**src/rtl/mips_ctrl_pkg.sv**
```systemverilog
// Shared types and constants for the multicycle MIPS main control FSM.
package mips_ctrl_pkg;

    localparam int unsigned OPCODE_BITS = 6;

    // Controller states; the numeric value is exported on state_dbg
    typedef enum logic [3:0] {
        S_FETCH    = 4'd0,
        S_DECODE   = 4'd1,
        S_MEMADR   = 4'd2,
        S_MEMRD    = 4'd3,
        S_MEMWB    = 4'd4,
        S_MEMWR    = 4'd5,
        S_RTYPE_EX = 4'd6,
        S_ALU_WB   = 4'd7,
        S_BEQ      = 4'd8,
        S_ADDI_EX  = 4'd9,
        S_SLTI_EX  = 4'd10,
        S_IMM_WB   = 4'd11,
        S_JUMP     = 4'd12,
        S_ERROR    = 4'd13
    } state_e;

    // Supported opcodes (instruction bits [31:26])
    localparam logic [OPCODE_BITS-1:0] OP_RTYPE = 6'b000000;
    localparam logic [OPCODE_BITS-1:0] OP_LW    = 6'b100011;
    localparam logic [OPCODE_BITS-1:0] OP_SW    = 6'b101011;
    localparam logic [OPCODE_BITS-1:0] OP_BEQ   = 6'b000100;
    localparam logic [OPCODE_BITS-1:0] OP_ADDI  = 6'b001000;
    localparam logic [OPCODE_BITS-1:0] OP_SLTI  = 6'b001010;
    localparam logic [OPCODE_BITS-1:0] OP_J     = 6'b000010;

    // ALUCtrl codes for the downstream ALU control decoder
    localparam logic [1:0] ALUCTRL_ADD   = 2'b00;
    localparam logic [1:0] ALUCTRL_SUB   = 2'b01;
    localparam logic [1:0] ALUCTRL_RTYPE = 2'b10;
    localparam logic [1:0] ALUCTRL_SLT   = 2'b11;

    // ALU B operand selects
    localparam logic [1:0] ALUSRCB_REGB    = 2'b00;
    localparam logic [1:0] ALUSRCB_FOUR    = 2'b01;
    localparam logic [1:0] ALUSRCB_IMM     = 2'b10;
    localparam logic [1:0] ALUSRCB_IMM_SH2 = 2'b11;

    // PC source selects
    localparam logic [1:0] PCSRC_ALU    = 2'b00;
    localparam logic [1:0] PCSRC_ALUOUT = 2'b01;
    localparam logic [1:0] PCSRC_JUMP   = 2'b10;

    // Datapath control word held in the output register
    typedef struct packed {
        logic [1:0] alu_ctrl;
        logic       alu_src_a;
        logic [1:0] alu_src_b;
        logic       iord;
        logic       ir_write;
        logic       mem_read;
        logic       mem_write;
        logic       reg_write;
        logic       pc_write;
        logic       branch;
        logic       reg_dst;
        logic       mem_to_reg;
        logic [1:0] pc_src;
    } ctrl_t;

    // Control word for a state; anything not set for the state stays 0
    function automatic ctrl_t ctrl_for_state(input state_e s);
        ctrl_t c;
        c = '0;
        unique case (s)
            S_FETCH: begin
                c.mem_read  = 1'b1;
                c.ir_write  = 1'b1;
                c.alu_src_a = 1'b0;
                c.alu_src_b = ALUSRCB_FOUR;
                c.alu_ctrl  = ALUCTRL_ADD;
                c.pc_src    = PCSRC_ALU;
                c.pc_write  = 1'b1;
            end
            S_DECODE: begin
                c.alu_src_a = 1'b0;
                c.alu_src_b = ALUSRCB_IMM_SH2;
                c.alu_ctrl  = ALUCTRL_ADD;
            end
            S_MEMADR: begin
                c.alu_src_a = 1'b1;
                c.alu_src_b = ALUSRCB_IMM;
                c.alu_ctrl  = ALUCTRL_ADD;
            end
            S_MEMRD: begin
                c.mem_read = 1'b1;
                c.iord     = 1'b1;
            end
            S_MEMWB: begin
                c.reg_write  = 1'b1;
                c.reg_dst    = 1'b0;
                c.mem_to_reg = 1'b1;
            end
            S_MEMWR: begin
                c.mem_write = 1'b1;
                c.iord      = 1'b1;
            end
            S_RTYPE_EX: begin
                c.alu_src_a = 1'b1;
                c.alu_src_b = ALUSRCB_REGB;
                c.alu_ctrl  = ALUCTRL_RTYPE;
            end
            S_ALU_WB: begin
                c.reg_write  = 1'b1;
                c.reg_dst    = 1'b1;
                c.mem_to_reg = 1'b0;
            end
            S_BEQ: begin
                c.alu_src_a = 1'b1;
                c.alu_src_b = ALUSRCB_REGB;
                c.alu_ctrl  = ALUCTRL_SUB;
                c.branch    = 1'b1;
                c.pc_src    = PCSRC_ALUOUT;
            end
            S_ADDI_EX: begin
                c.alu_src_a = 1'b1;
                c.alu_src_b = ALUSRCB_IMM;
                c.alu_ctrl  = ALUCTRL_ADD;
            end
            S_SLTI_EX: begin
                c.alu_src_a = 1'b1;
                c.alu_src_b = ALUSRCB_IMM;
                c.alu_ctrl  = ALUCTRL_SLT;
            end
            S_IMM_WB: begin
                c.reg_write  = 1'b1;
                c.reg_dst    = 1'b0;
                c.mem_to_reg = 1'b0;
            end
            S_JUMP: begin
                c.pc_write = 1'b1;
                c.pc_src   = PCSRC_JUMP;
            end
            default: c = '0;
        endcase
        return c;
    endfunction

endpackage

```
**src/rtl/mips_multicycle_control.sv**
```systemverilog
// Main control FSM for the multicycle MIPS datapath: sequences fetch,
// decode, execute, memory and writeback, driving datapath enables/selects.
module mips_multicycle_control #(
    parameter bit          MEM_HANDSHAKE = 1'b1,
    parameter int unsigned OPCODE_W      = 6
) (
    input  logic                clk,
    input  logic                rst,
    input  logic [OPCODE_W-1:0] opcode,
    input  logic                mem_ready,
    output logic [1:0]          ALUCtrl,
    output logic                ALUSrcA,
    output logic [1:0]          ALUSrcB,
    output logic                IorD,
    output logic                IRWrite,
    output logic                MemRead,
    output logic                MemWrite,
    output logic                RegWrite,
    output logic                PCWrite,
    output logic                Branch,
    output logic                RegDst,
    output logic                MemtoReg,
    output logic [1:0]          PCSrc,
    output logic                illegal_op,
    output logic [3:0]          state_dbg
);

    import mips_ctrl_pkg::*;

    state_e state_q;
    state_e state_d;
    ctrl_t  ctrl_q;
    logic   illegal_q;
    logic   mem_done;

    // A memory transfer completes this cycle (always, for single-cycle memory)
    assign mem_done = !MEM_HANDSHAKE || mem_ready;

    // Next-state selection; opcode only matters in DECODE and MEMADR
    always_comb begin
        state_d = state_q;
        unique case (state_q)
            S_FETCH: begin
                if (mem_done) state_d = S_DECODE;
            end
            S_DECODE: begin
                if (opcode == OPCODE_W'(OP_RTYPE))      state_d = S_RTYPE_EX;
                else if (opcode == OPCODE_W'(OP_LW))    state_d = S_MEMADR;
                else if (opcode == OPCODE_W'(OP_SW))    state_d = S_MEMADR;
                else if (opcode == OPCODE_W'(OP_BEQ))   state_d = S_BEQ;
                else if (opcode == OPCODE_W'(OP_ADDI))  state_d = S_ADDI_EX;
                else if (opcode == OPCODE_W'(OP_SLTI))  state_d = S_SLTI_EX;
                else if (opcode == OPCODE_W'(OP_J))     state_d = S_JUMP;
                else                                    state_d = S_ERROR;
            end
            S_MEMADR: begin
                // Anything that is not a store is treated as a read: never write by accident
                state_d = (opcode == OPCODE_W'(OP_SW)) ? S_MEMWR : S_MEMRD;
            end
            S_MEMRD: begin
                if (mem_done) state_d = S_MEMWB;
            end
            S_MEMWB:    state_d = S_FETCH;
            S_MEMWR: begin
                if (mem_done) state_d = S_FETCH;
            end
            S_RTYPE_EX: state_d = S_ALU_WB;
            S_ALU_WB:   state_d = S_FETCH;
            S_BEQ:      state_d = S_FETCH;
            S_ADDI_EX:  state_d = S_IMM_WB;
            S_SLTI_EX:  state_d = S_IMM_WB;
            S_IMM_WB:   state_d = S_FETCH;
            S_JUMP:     state_d = S_FETCH;
            S_ERROR:    state_d = S_ERROR;
            default:    state_d = S_ERROR;
        endcase
    end

    // State and control word registers; control is decoded from the next state
    always_ff @(posedge clk) begin
        if (rst) begin
            state_q   <= S_FETCH;
            ctrl_q    <= ctrl_for_state(S_FETCH);
            illegal_q <= 1'b0;
        end else begin
            state_q <= state_d;
            ctrl_q  <= ctrl_for_state(state_d);
            if (state_d == S_ERROR) illegal_q <= 1'b1;
        end
    end

    // Fetch commits IR and PC only on the cycle the memory delivers the word
    assign IRWrite    = ctrl_q.ir_write & mem_done;
    assign PCWrite    = ctrl_q.pc_write & ((state_q != S_FETCH) | mem_done);

    assign ALUCtrl    = ctrl_q.alu_ctrl;
    assign ALUSrcA    = ctrl_q.alu_src_a;
    assign ALUSrcB    = ctrl_q.alu_src_b;
    assign IorD       = ctrl_q.iord;
    assign MemRead    = ctrl_q.mem_read;
    assign MemWrite   = ctrl_q.mem_write;
    assign RegWrite   = ctrl_q.reg_write;
    assign Branch     = ctrl_q.branch;
    assign RegDst     = ctrl_q.reg_dst;
    assign MemtoReg   = ctrl_q.mem_to_reg;
    assign PCSrc      = ctrl_q.pc_src;
    assign illegal_op = illegal_q;
    assign state_dbg  = state_q;

endmodule

```
**config.mk**
```make
export PLATFORM = sky130hd
export DESIGN_NAME = mips_multicycle_control
export DESIGN_NICKNAME = d
export VERILOG_FILES = /design/src/rtl/mips_ctrl_pkg.sv /design/src/rtl/mips_multicycle_control.sv
export SDC_FILE = /design/constraint.sdc
export NUM_CORES = 1
export LEC_CHECK = 0
export ABC_CLOCK_PERIOD_IN_PS = 4900
export BUFFER_PORTS_ARGS = -buffer_cell sky130_fd_sc_hd__clkbuf_2
export CELL_PAD_IN_SITES_DETAIL_PLACEMENT = 0
export CELL_PAD_IN_SITES_GLOBAL_PLACEMENT = 2
export CORE_MARGIN = 1.5
export CORE_UTILIZATION = 32
export DETAILED_ROUTE_END_ITERATION = 16
export HOLD_SLACK_MARGIN = 0.1
export PLACE_DENSITY = 0.85
export SLEW_MARGIN = 25
export SYNTH_ARGS = -nofsm -noshare
export SYNTH_HDL_FRONTEND = slang
export SYNTH_SLANG_ARGS = --single-unit
```
**constraint.sdc**
```tcl
create_clock -name clk -period 4.9 [get_ports clk]
set_input_delay 0.735 -clock clk [delete_from_list [all_inputs] [get_ports clk]]
set_output_delay 0.735 -clock clk [all_outputs]
set_load 0.05 [all_outputs]
```
==> summary.md, run 1 <==
| Metric | Value |
|---|---|
| Worst Setup Start Kind | `register` |
| Hold Path Stages | `2` |
| RSZ-0062 raised after global routing | `false` |
| Ys Warns | `0` |
| Die area | `3785 um2` |
| Skew-Pair Late Insertion Delay | `a little over 0.3 ns` |
| Synth area leaders | `dfxtp_1 38%, buf_4 5.5%, nor2_1 4.1%` |
| First-pass GRT wire length | `between 3000 and 4000 um` |
| WP data required | `~4.2 ns` |
| Grt ovf | `0` |
| Die Span Y | `61.53 um` |
| Most used DFF post-synth | `dfxtp_1` |
| Endpoints failing setup | `0` |
| CTS tree | `built` |
| Post-synth top area cell | `dfxtp_1` |
| CP Class | `reg -> out` |
| Vias in the first global route | `between 700 and 800` |
| Reg-to-reg slack, setup | `roughly 2.7 ns` |
| Clk pin slew, worst setup/hold paths | `~0.12 ns` |
| Setup Skew | `0.0009826 ns` |
| Synth cell count leaders | `21 x dfxtp_1, 12 x nor2_1, 9 x nand2_1, 8 x buf_4` |
| Rows | `21` |
| PD cells | `roughly 450 nW/um2` |
| Worst R2R End | `illegal_op` |
| Final Hold Fails | `0` |
| GRT Total Usage | `between 10% and 20%` |
| IO Port Bufs | `29` |
| DRC | `0` |
| Htree depth | `1` |
| Min Hold Slack | `0.4807 ns` |
| Max cap viols | `0` |
| DR vias | `roughly 940` |
| FF+latch count, synth | `21` |
| Initial antenna violation count | `0` |
| Post-CTS Resized | `0` |
| EDFF count, synth | `0` |
| Layout area overhead | `13.13%` |
| Fmax achieved | `around 0.4 GHz` |
| Synth Net Count | `132` |
| Chip width | `roughly 60 um` |
| FF-to-FF Start | `state_dbg[0]` |
| Total Wirelength | `approximately 2400 um` |
| Minimum clock period | `2.447 ns` |
| Final RePlAce weighted congestion | `0.7556` |
| Hold-critical path endpoint | `illegal_op` |
| Wire per inst | `approximately 13 um` |
| IO Pins | `30` |
| Clock root cell | `clkbuf_4` |
| Fraction of layout cells with a size suffix above 1 | `about a third` |
| Reg2Reg Depth | `6` |
| Sequential share of the synthesized area | `approximately two fifths` |
| Dpl cell area | `about 1200 um2` |
| Relative max-transition margin | `66.50%` |
| Max IR drop VDD | `approximately 0.13 mV` |
| Distinct cells, synth | `44` |
| Worst-margin pin slew | `between 0.4 and 0.5 ns` |
| Starting density of the core | `33.11%` |
| Worst EP arrival | `roughly 1.7 ns` |
| Synth top area share | `38.36%` |
| Initial DRC Count | `15` |
| Largest net degree at the start of global routing | `16` |
| Setup Buffers After CTS | `0` |
| Status | `finished, final reports clean` |
| Average cell area after synthesis | `just under 9 um2` |
| CP Capture Type | `output pin` |
| Clk buf depth | `2` |
| CTS Buf Count | `3` |
| Worst hold start | `illegal_op` |
| TritonRoute pass-1 iters | `4` |
| Tot Pwr | `roughly 550 uW` |
| Fin crit share | `about 50%` |
| Post-Layout Inst Area | `1240 um2` |
| Layout Nets | `152` |
| TritonCTS Sinks | `21` |
| Leak | `roughly 0.00053 uW` |
| CP Max Fanout | `15` |
| Diode count | `0` |
| CORE AREA | `about 3300 um2` |
| Fin Setup TNS | `0 ns` |
| Vias/cell | `about 5` |
| Cts hold-fix bufs | `0` |
| Routed Antenna Nets | `0` |
| FFs w/ async S/R, synth | `0%` |
| Fill count | `between 300 and 400` |
| Most common cell in the netlist | `dfxtp_1` |
| Slew Viols, Final | `0` |
| HPWL after DPL | `between 1500 and 2000 um` |
| Mapped Cells | `123` |
| Mapped cell area | `about 1100 um2` |
| Min-Delay Path Class | `reg -> reg` |
==> sequential cells by signal, indices dropped and copies added (netlist names) <==
signal,cells
ALUCtrl,2
Branch,1
ctrl_q,2
ALUSrcA,1
IorD,1
illegal_op,1
MemWrite,1
PCSrc,2
MemRead,1
MemtoReg,1
RegDst,1
state_dbg,4
RegWrite,1
ALUSrcB,2
==> worst max path at each step <==
stage,from,end,slack (ns),cells after the start
after global routing,state_dbg[2],PCWrite,2.37,3
after detailed placement,opcode[1],ctrl_q[5],2.39,7
after CTS,state_dbg[2],PCWrite,2.45,3
final,state_dbg[2],PCWrite,2.45,3
after floorplan,mem_ready,illegal_op,2.59,6
after global placement,opcode[1],ctrl_q[5],2.40,7
==> layout by cell type (no fill, tap or decap), drive strengths merged, types with 3 or more instances in the layout <==
master  instances
dfxtp          21
clkbuf         32
nor4            4
nand2b          6
o31a            3
and3            3
nor3            6
mux2i           3
inv             3
a31o            3
or3             3
or2             3
xnor2           3
nor2           12
nand2          10
a21oi           5
==> cells by family after synthesis <==
group                     Yosys count  synth area share, %
AOI/OAI and AO/OA                  21                15.19
xor gates and xnor gates            3                2.398
buffers and inverters              17                8.904
DFF                                21                38.36
muxes                               3                2.740
and+or+nand+nor                    58                32.42
==> worst max-delay path, stage by stage, from the launching register on <==
cell and delay, ns:
dfxtp_1 0.48, or3_1 0.45, o31a_1 0.24, clkbuf_2 0.23
==> per-stage QoR <==
stage / worst slack, ns / utilization, % / std cells
after global placement: 2.396 / 36.62 / 184
after CTS: 2.455 / 37.45 / 188
after detailed placement: 2.391 / 36.62 / 184
final: 2.453 / 37.45 / 188
after floorplan: 2.594 / - / 123
after global routing: 2.368 / 37.45 / 188
==> area by class of cell <==
| type | instances | area, um2 | share of cell area [%] |
|---|---|---|---|
| Tap cell | 46 | 57.56 | 4.642 |
| Inverter | 3 | 11.26 | 0.9082 |
| Multi-Input combinational cell | 85 | 578.1 | 46.62 |
| Clock inverter | 1 | 5.005 | 0.4036 |
| Clock buffer | 3 | 22.52 | 1.816 |
| Sequential cell | 21 | 420.4 | 33.91 |
| Timing Repair Buffer | 29 | 145.1 | 11.71 |
==> layer usage <==
metal	GRT usage, %	part of all wire, %	vias up
li1	-	-	472
met1	18.68	47	435
met2	20.15	46	25
met3	2.731	5.7	5
met4	3.647	1.3	0
met5	0	0	-
==> power breakdown <==
part,internal [uW],switching (uW)
sequential,197,21.5
clock,30.5,55.9
combinational,75.0,175
No activity file was read; power rests on OpenSTA's default activity.
==> inputs of run 2 (changes only) <==
Settings changed: ABC_AREA set to 1, ABC_CLOCK_PERIOD_IN_PS 4900 to 2200, CORE_UTILIZATION 32 to 25, PLACE_DENSITY 0.85 to 0.76.
Clock period 4.9 ns to 2.2 ns, I/O delays scaled along.
==> summary.md, run 2 <==
| Metric | Value |
|---|---|
| Status | `finished, final reports clean` |
| Synth area leaders | `dfxtp_1 38%, nand2_1 8.7%, nor2_1 8.4%` |
| Post-CTS Resized | `0` |
| FFs w/ async S/R, synth | `0%` |
| Layout area overhead | `18.46%` |
| Ys Warns | `0` |
| Post-Layout Inst Area | `about 1300 um2` |
| FF+latch count, synth | `21` |
| Most common cell in the netlist | `nand2_1` |
| Most used DFF post-synth | `dfxtp_1` |
| GRT Total Usage | `approximately a tenth` |
| Min Hold Slack | `0.4000 ns` |
| Worst-margin pin slew | `between 0.2 and 0.3 ns` |
| IO Port Bufs | `29` |
| DR vias | `955` |
| Dpl cell area | `1280 um2` |
| Clock root cell | `clkbuf_8` |
| Wire per inst | `10.02 um` |
| Max reg flops | `4` |
| Slew Viols, Final | `0` |
| IO Pins | `30` |
| RSZ-0062 raised after global routing | `false` |
| Worst EP arrival | `around 1.3 ns` |
| Routed Antenna Nets | `0` |
| DRC | `0` |
| CORE AREA | `about 4300 um2` |
| Post-synth top area cell | `dfxtp_1` |
| PD cells | `1389 nW/um2` |
| Grt ovf | `0` |
| Endpoints failing setup | `0` |
| Sequential share of the synthesized area | `37.58%` |
| Setup ws final | `0.5372 ns` |
| Fin crit share | `between 70% and 80%` |
| Max cap viols | `0` |
| Vias in the first global route | `915` |
| CP Capture Type | `output pin` |
| TritonCTS Sinks | `21` |
| CTS tree | `built` |
| Clk buf depth | `2` |
| Cts hold-fix bufs | `0` |
| Mapped Cells | `about 150` |
| Max IR drop VDD | `0.2526 mV` |
| Worst Setup Start Kind | `register` |
| Die area | `a little under 5000 um2` |
| Most frequent cells in the layout | `29 x clkbuf_2, 26 x nand2_1, 25 x nor2_1` |
| Final Hold Fails | `0` |
| EDFF count, synth | `0` |
| Htree depth | `1` |
| Final std cells w/o fill | `roughly 230` |
| Fraction of layout cells with a size suffix above 1 | `35.56%` |
| Rows | `24` |
| Dpl ws | `between 0.5 and 0.6 ns` |
| Die Span Y | `about 70 um` |
| Setup Skew | `between 0.0015 and 0.002 ns` |
| CP Class | `reg -> out` |
| Synth Net Count | `around 160` |
| Most common cell after layout, fill and taps aside | `clkbuf_2` |
| Minimum clock period | `roughly 1.7 ns` |
| Setup Buffers After CTS | `0` |
| Synth top area share | `around 38%` |
| Vias/cell | `around 4` |
| Layout Nets | `190` |
| Fmax achieved | `between 0.6 and 0.7 GHz` |
| Skew-Pair Late Insertion Delay | `0.25 ns` |
| Leak | `a little under 0.0007 uW` |
| CP Max Fanout | `6` |
| Largest net degree at the start of global routing | `12` |
| Synth cell count leaders | `26 x nand2_1, 25 x nor2_1, 21 x dfxtp_1, 14 x inv_1, 12 x nand3_1` |
| First-pass GRT wire length | `slightly above 4000 um` |
| Average cell area after synthesis | `~7.3 um2` |
| Final RePlAce weighted congestion | `slightly below 0.8` |
| Placed insts | `between 200 and 250` |
| Total Wirelength | `~2300 um` |
| TritonRoute pass-1 iters | `6` |
| CTS Buf Count | `3` |
| Distinct cells, synth | `27` |
| Relative max-transition margin | `between 80% and 90%` |
| Mapped cell area | `around 1100 um2` |
| Clk pin slew, worst setup/hold paths | `roughly 0.07 ns` |
| HPWL after DPL | `1995 um` |
| Chip width | `69.89 um` |
| Starting density of the core | `approximately 26%` |
| Initial DRC Count | `35` |
| Min-Delay Path Class | `in -> reg` |
| Fin Setup TNS | `0 ns` |
| WP data required | `around 1.9 ns` |
| Diode count | `0` |
| Initial antenna violation count | `0` |
==> run 2: through the flow <==
stage / util (%) / power (uW)
finish: 30.64 / 1840
global route: 30.64 / 1997
CTS: 30.64 / 1867
detailed placement: 29.60 / 1618
global placement: 29.60 / 1621
floorplan: - / 1431
==> run 2: worst paths after layout <==
path | endpoint | slack, ns | start | cells after the start
hold / removal | illegal_op | 0.40 | rst | 2
hold reg to reg | illegal_op | 0.45 | illegal_op | 2
setup reg to reg | illegal_op | 0.61 | state_dbg[1] | 10
setup / recovery | PCWrite | 0.54 | state_dbg[1] | 5
==> run 2: cell families (layout without fill, tap and decap cells) <==
logic type | count (synthesis) | count (layout) | share of synthesized area (%)
DFF | 21 | 21 | 37.58
xor gates and xnor gates | 1 | 1 | 0.7831
buffers and inverters | 28 | 54 | 11.41
and+or+nand+nor | 96 | 96 | 45.64
AOI/OAI and AO/OA | 8 | 8 | 4.586
==> run 2: power by group <==
part           switching, uW  internal, uW
clock network            115           129
logic                    776           276
registers               63.9           480
total                    955           885
==> run 2: worst max-delay path: stages, from the launching register on <==
cell and delay (ns):
dfxtp_1 0.39, inv_2 0.09, nand2_1 0.08, o31ai_1 0.22
inv_1 0.06, clkbuf_2 0.23
==> run 2: final cells by class <==
cell class | count | area (um2)
sequential | 21 | 420.4
clock buffer | 4 | 45.04
fill | 514 | 2999
multi-input combinational | 105 | 570.5
inverter | 21 | 78.83
timing repair buffer | 29 | 145.1
tap | 52 | 65.06
==> run 2: metal layers <==
metal	vias up	GRT usage [%]	wire length, um
li1	528	-	-
met1	403	12.69	1097
met2	20	17.88	1103
met3	4	1.876	96
met4	0	3.846	27
met5	-	0	0
